## src/rtl/partial_boundary_driver_pkg.sv

```systemverilog
// partial_boundary_driver_pkg: shared sizing helpers for the partial-circuit boundary driver.
package partial_boundary_driver_pkg;

    localparam int LATENCY_MAX = 15;

    function automatic int clog2(input int v);
        int r;
        r = 0;
        while ((1 << r) < v) r++;
        return r;
    endfunction

    // Wide enough to hold inflight + fifo_count without overflow.
    function automatic int credit_w(input int latency, input int depth);
        int a;
        int b;
        a = clog2(latency + 2);
        b = clog2(depth) + 1;
        return ((a > b) ? a : b) + 1;
    endfunction

endpackage

```

## src/rtl/partial_resp_fifo.sv

```systemverilog
// partial_resp_fifo: synchronous response FIFO with MSB-wrap pointers and no bypass.
module partial_resp_fifo
    import partial_boundary_driver_pkg::*;
#(
    parameter int WIDTH = 1,
    parameter int DEPTH = 4
) (
    input  logic                       CLK,
    input  logic                       ASYNCRESETN,
    input  logic                       push,
    input  logic [WIDTH-1:0]           din,
    input  logic                       pop,
    output logic [WIDTH-1:0]           dout,
    output logic [clog2(DEPTH):0]      count,
    output logic                       empty
);
    localparam int AW = clog2(DEPTH);

    logic [WIDTH-1:0] mem_q [DEPTH];
    logic [AW:0]      wr_q;
    logic [AW:0]      rd_q;

    assign count = wr_q - rd_q;
    assign empty = (count == '0);
    assign dout  = mem_q[rd_q[AW-1:0]];

    always_ff @(posedge CLK or negedge ASYNCRESETN) begin
        if (!ASYNCRESETN) begin
            wr_q <= '0;
            rd_q <= '0;
        end else begin
            wr_q <= wr_q + (AW+1)'(push);
            rd_q <= rd_q + (AW+1)'(pop);
        end
    end

    always_ff @(posedge CLK) begin
        if (push) mem_q[wr_q[AW-1:0]] <= din;
    end

endmodule

```

## src/rtl/partial_boundary_driver.sv

```systemverilog
// partial_boundary_driver: drives cut inputs of a partial circuit and returns its outputs
// LATENCY edges later through a credit-protected response FIFO.
module partial_boundary_driver
    import partial_boundary_driver_pkg::*;
#(
    parameter int                NUM_IN  = 1,
    parameter int                NUM_OUT = 1,
    parameter int                LATENCY = 2,
    parameter int                DEPTH   = 4,
    parameter logic [NUM_IN-1:0] I_INIT  = '0
) (
    input  logic               CLK,
    input  logic               ASYNCRESETN,
    input  logic               load_valid,
    output logic               load_ready,
    input  logic [NUM_IN-1:0]  load_data,
    output logic [NUM_IN-1:0]  I,
    input  logic [NUM_OUT-1:0] O,
    output logic               resp_valid,
    input  logic               resp_ready,
    output logic [NUM_OUT-1:0] resp_data,
    output logic               busy
);
    localparam int AW = clog2(DEPTH);
    localparam int IW = clog2(LATENCY + 2);
    localparam int CW = credit_w(LATENCY, DEPTH);

    logic [NUM_IN-1:0] i_q;
    logic [LATENCY:0]  tag_q;
    logic [LATENCY:0]  tag_d;
    logic [IW-1:0]     inflight;
    logic [AW:0]       count;
    logic              empty;
    logic              fire;
    logic              pop;

    // Credit uses registered state only, so a same-cycle pop frees a slot one cycle later.
    assign load_ready = (CW'(inflight) + CW'(count)) < CW'(DEPTH);
    assign fire       = load_valid & load_ready;
    assign pop        = resp_valid & resp_ready;
    assign resp_valid = !empty;
    assign busy       = |tag_q;
    assign I          = i_q;

    always_comb begin
        tag_d    = '0;
        tag_d[0] = fire;
        for (int j = 1; j <= LATENCY; j++) tag_d[j] = tag_q[j-1];
        inflight = '0;
        for (int j = 0; j <= LATENCY; j++) inflight = inflight + IW'(tag_q[j]);
    end

    always_ff @(posedge CLK or negedge ASYNCRESETN) begin
        if (!ASYNCRESETN) begin
            i_q   <= I_INIT;
            tag_q <= '0;
        end else begin
            if (fire) i_q <= load_data;
            tag_q <= tag_d;
        end
    end

    // The tag leaving the pipe marks the cycle whose O belongs to that vector.
    partial_resp_fifo #(
        .WIDTH (NUM_OUT),
        .DEPTH (DEPTH)
    ) u_fifo (
        .CLK         (CLK),
        .ASYNCRESETN (ASYNCRESETN),
        .push        (tag_q[LATENCY]),
        .din         (O),
        .pop         (pop),
        .dout        (resp_data),
        .count       (count),
        .empty       (empty)
    );

endmodule

```

## config.mk

```make
export PLATFORM = sky130hd
export DESIGN_NAME = partial_boundary_driver
export DESIGN_NICKNAME = d
export VERILOG_FILES = /design/src/rtl/partial_boundary_driver_pkg.sv /design/src/rtl/partial_resp_fifo.sv /design/src/rtl/partial_boundary_driver.sv
export SDC_FILE = /design/constraint.sdc
export NUM_CORES = 1
export LEC_CHECK = 0
export ABC_AREA = 1
export CORE_UTILIZATION = 50
export DETAILED_ROUTE_END_ITERATION = 10
export PLACE_DENSITY = 0.81
export SYNTH_ARGS = -nofsm -noshare
export SYNTH_HDL_FRONTEND = slang
export SYNTH_SLANG_ARGS = --single-unit
```

## constraint.sdc

```tcl
create_clock -name CLK -period 3.9 [get_ports CLK]
set_clock_uncertainty 0.1 [all_clocks]
set_input_delay 0.585 -clock CLK [delete_from_list [all_inputs] [get_ports CLK]]
set_output_delay 0.585 -clock CLK [all_outputs]
set_load 0.02 [all_outputs]
```

==> results.sh <==
export IMPL_synth_area_um2=732
export IMPL_ys_seq_elements=14
export IMPL_clock_fmax_mhz=298
export IMPL_outcome="complete, no violations"
export IMPL_vias_per_cell=5.08
export IMPL_yosysWarnings=0
export IMPL_setup_viol=0
export IMPL_yosys_area_share_simple=0.179
export IMPL_place_hpwl_um=916
export IMPL_cts_max_level=1
export IMPL_holdCritPathClass="reg2reg"
export IMPL_drt_iter0_drc=8
export IMPL_drive_gt1_frac=0.148
export IMPL_overflow=0
export IMPL_slowest_delay_ns=0.62
export IMPL_cts_resized=0
export IMPL_layout_nets=97
export IMPL_die_w_um=40.3
export IMPL_ctsHoldBuffers=0
export IMPL_fin_util=0.665
export IMPL_design_area_um2=887
export IMPL_finalCritPeriodShare=0.860
export IMPL_final_cell_mix="16 x inv_1, 10 x dfrtp_1, 10 x clkdlybuf4s50_1, 7 x ha_1, 6 x nand2_1"
export IMPL_cts_made_buffers=3
export IMPL_fin_tns_setup_ns=0
export IMPL_die_h_um=40.3
export IMPL_report_final_hold_viol_count=0
export IMPL_place_port_buffers=10
export IMPL_drc=0
export IMPL_ir_drop_mv=0.457
export IMPL_final_common_cell="inv_1"
export IMPL_path_class="reg2out"
export IMPL_critPathTopFamily="adder cells"
export IMPL_wl_per_cell_um=11.9
export IMPL_drv_cap=0
export IMPL_post_cts_setup_buffers=0
export IMPL_grt_pass1_vias=462
export IMPL_path_clk_slew_ns=0.08
export IMPL_rows=13
export IMPL_synth_fa_ha_area_frac=0.174
export IMPL_numClockSinks=14
export IMPL_multiInputGateArea_um2=298
export IMPL_drt_first_pass_iters=4
export IMPL_synth_compound_area_share=0.0291
export IMPL_crit_chain="inv_1 -> ha_1 -> inv_1 -> fa_1 -> ha_1 -> nand3_1 -> nand2_1 -> a21oi_1 -> clkdlybuf4s50_1"
export IMPL_n_antenna_cell=0
export IMPL_fin_ws_ns=0.548
export IMPL_synth_top_family_by_area="simple AND/OR/NAND/NOR gates"
export IMPL_synth_fp_nets=82
export IMPL_fillCellCount=106
export IMPL_rsz0062_at_grt="no"
export IMPL_worstSetupStartpointType="register"
export IMPL_grt_antenna_before_repair=0
export IMPL_slew_viol_final=0
export IMPL_worst_slew_pin_slew_ns=0.475
export IMPL_start_util=0.549
export IMPL_holdWs_ns=0.284
export IMPL_synth_distinct_cells=19
export IMPL_cts_root_buf="clkbuf_4"
export IMPL_gp_congestion=0.751
export IMPL_clk_path_buf_depth=2
export IMPL_slowest_stage="clkdlybuf4s50_1"
export IMPL_worst_setup_path_end_kind="primary output"
export IMPL_vias=488
export IMPL_synth_area_mux_share=0
export IMPL_clkLatencyLatePin_ns=0.28
export IMPL_place_area_um2=851
export IMPL_grt_max_degree=11
export IMPL_synth_xor_area_frac=0.0239
export IMPL_die_area_um2=1620
export IMPL_wirelength_mm=1.15
export IMPL_p_per_area_nw_per_um2=954
export IMPL_area_growth_pct=21.2
export IMPL_fin_cells=96
export IMPL_ant_nets=0
export IMPL_ios=11
export IMPL_postSynthAreaPerCell_um2=10.9
export IMPL_preCtsSetupSlack_ns=0.850
export IMPL_path_buf_inv=3
export IMPL_min_period_ns=3.35
export IMPL_synthCells=67
export IMPL_leakagePower_nw=0.453
export IMPL_critPathArrivalTime_ns=2.67
export IMPL_slew_headroom=0.682
export IMPL_grt_util_all_layers=0.177
export IMPL_cts_tree="built"
export IMPL_seq_area_um2=370
export IMPL_synth_seq_area_share=0.506
export IMPL_core_um2=1330
export IMPL_crit_required_ns=3.21
export IMPL_placed_cells=92
export IMPL_critPathMaxFanout=4
export IMPL_grt_pass1_wl_mm=1.83
export IMPL_power_total_mw=0.846
final cells by class:
| class | instances | area share |
|---|---|---|
| Clock buffer | 4 | 0.0409 |
| Tap cell | 15 | 0.0212 |
| Sequential cell | 14 | 0.417 |
| Inverter | 17 | 0.0719 |
| Timing Repair Buffer | 10 | 0.113 |
| Multi-Input combinational cell | 36 | 0.336 |
kinds of logic (layout without fill, tap and decap cells):
group	count (synthesis)	after routing
adder cells (fa/ha/maj)	9	9
AND/OR/NAND/NOR	21	21
AO/OA/AOI/OAI	4	4
XOR/XNOR	2	2
buffers and inverters	17	31
flip-flops	14	14
worst paths after layout:
check | start | endpoint | slack, ns | depth (start not counted)
max | u_fifo.wr_q[0]$_DFF_PN0_ | load_ready | 0.55 | 9
min | tag_q[1]$_DFF_PN0_ | tag_q[2]$_DFF_PN0_ | 0.28 | 0
max reg2reg | u_fifo.wr_q[0]$_DFF_PN0_ | u_fifo.rd_q[2]$_DFF_PN0_ | 1.61 | 13
min reg2reg | tag_q[1]$_DFF_PN0_ | tag_q[2]$_DFF_PN0_ | 0.28 | 0
max in group asynchronous | ASYNCRESETN | u_fifo.wr_q[0]$_DFF_PN0_ | 2.84 | 1
min in group asynchronous | ASYNCRESETN | u_fifo.rd_q[0]$_DFF_PN0_ | 0.52 | 1
sequential cells by signal, indices dropped and copies added (netlist names):
| register | flops |
|---|---|
| u_fifo.mem_q | 4 |
| u_fifo.wr_q | 3 |
| u_fifo.rd_q | 3 |
| tag_q | 3 |
| I | 1 |
Yosys cell counts:
cell / n / area, um^2
nand3_1: 1 / 5.00
nor2_1: 2 / 7.51
nand2_4: 1 / 11.3
inv_1: 16 / 60.1
nand3_2: 2 / 20.0
o21ai_0: 2 / 10.0
nand2_1: 6 / 22.5
dfrtp_1: 10 / 250
nand4_1: 1 / 6.26
edfxtp_1: 4 / 120
a21oi_1: 1 / 5.00
inv_2: 1 / 3.75
o22ai_1: 1 / 6.26
ha_1: 7 / 87.6
fa_1: 2 / 40.0
nand2_2: 3 / 18.8
xor2_1: 2 / 17.5
nand3b_4: 1 / 20.0
nor3_1: 4 / 20.0
where the power goes:
group / internal, mW / leakage [nW] / switching (mW) / total [mW]
registers: 0.207 / 0.158 / 0.0475 / 0.254
logic: 0.219 / 0.273 / 0.270 / 0.490
clock network: 0.0567 / 0.0210 / 0.0454 / 0.102
per-layer routing:
layer | wire, um | GRT usage | vias up
met5 | 0 | 0 | -
li1 | - | - | 243
met2 | 595 | 0.298 | 13
met1 | 501 | 0.221 | 232
met3 | 47 | 0.0500 | 0
met4 | 0 | 0.0500 | 0
Note: power is estimated with default switching activity, not from simulation.
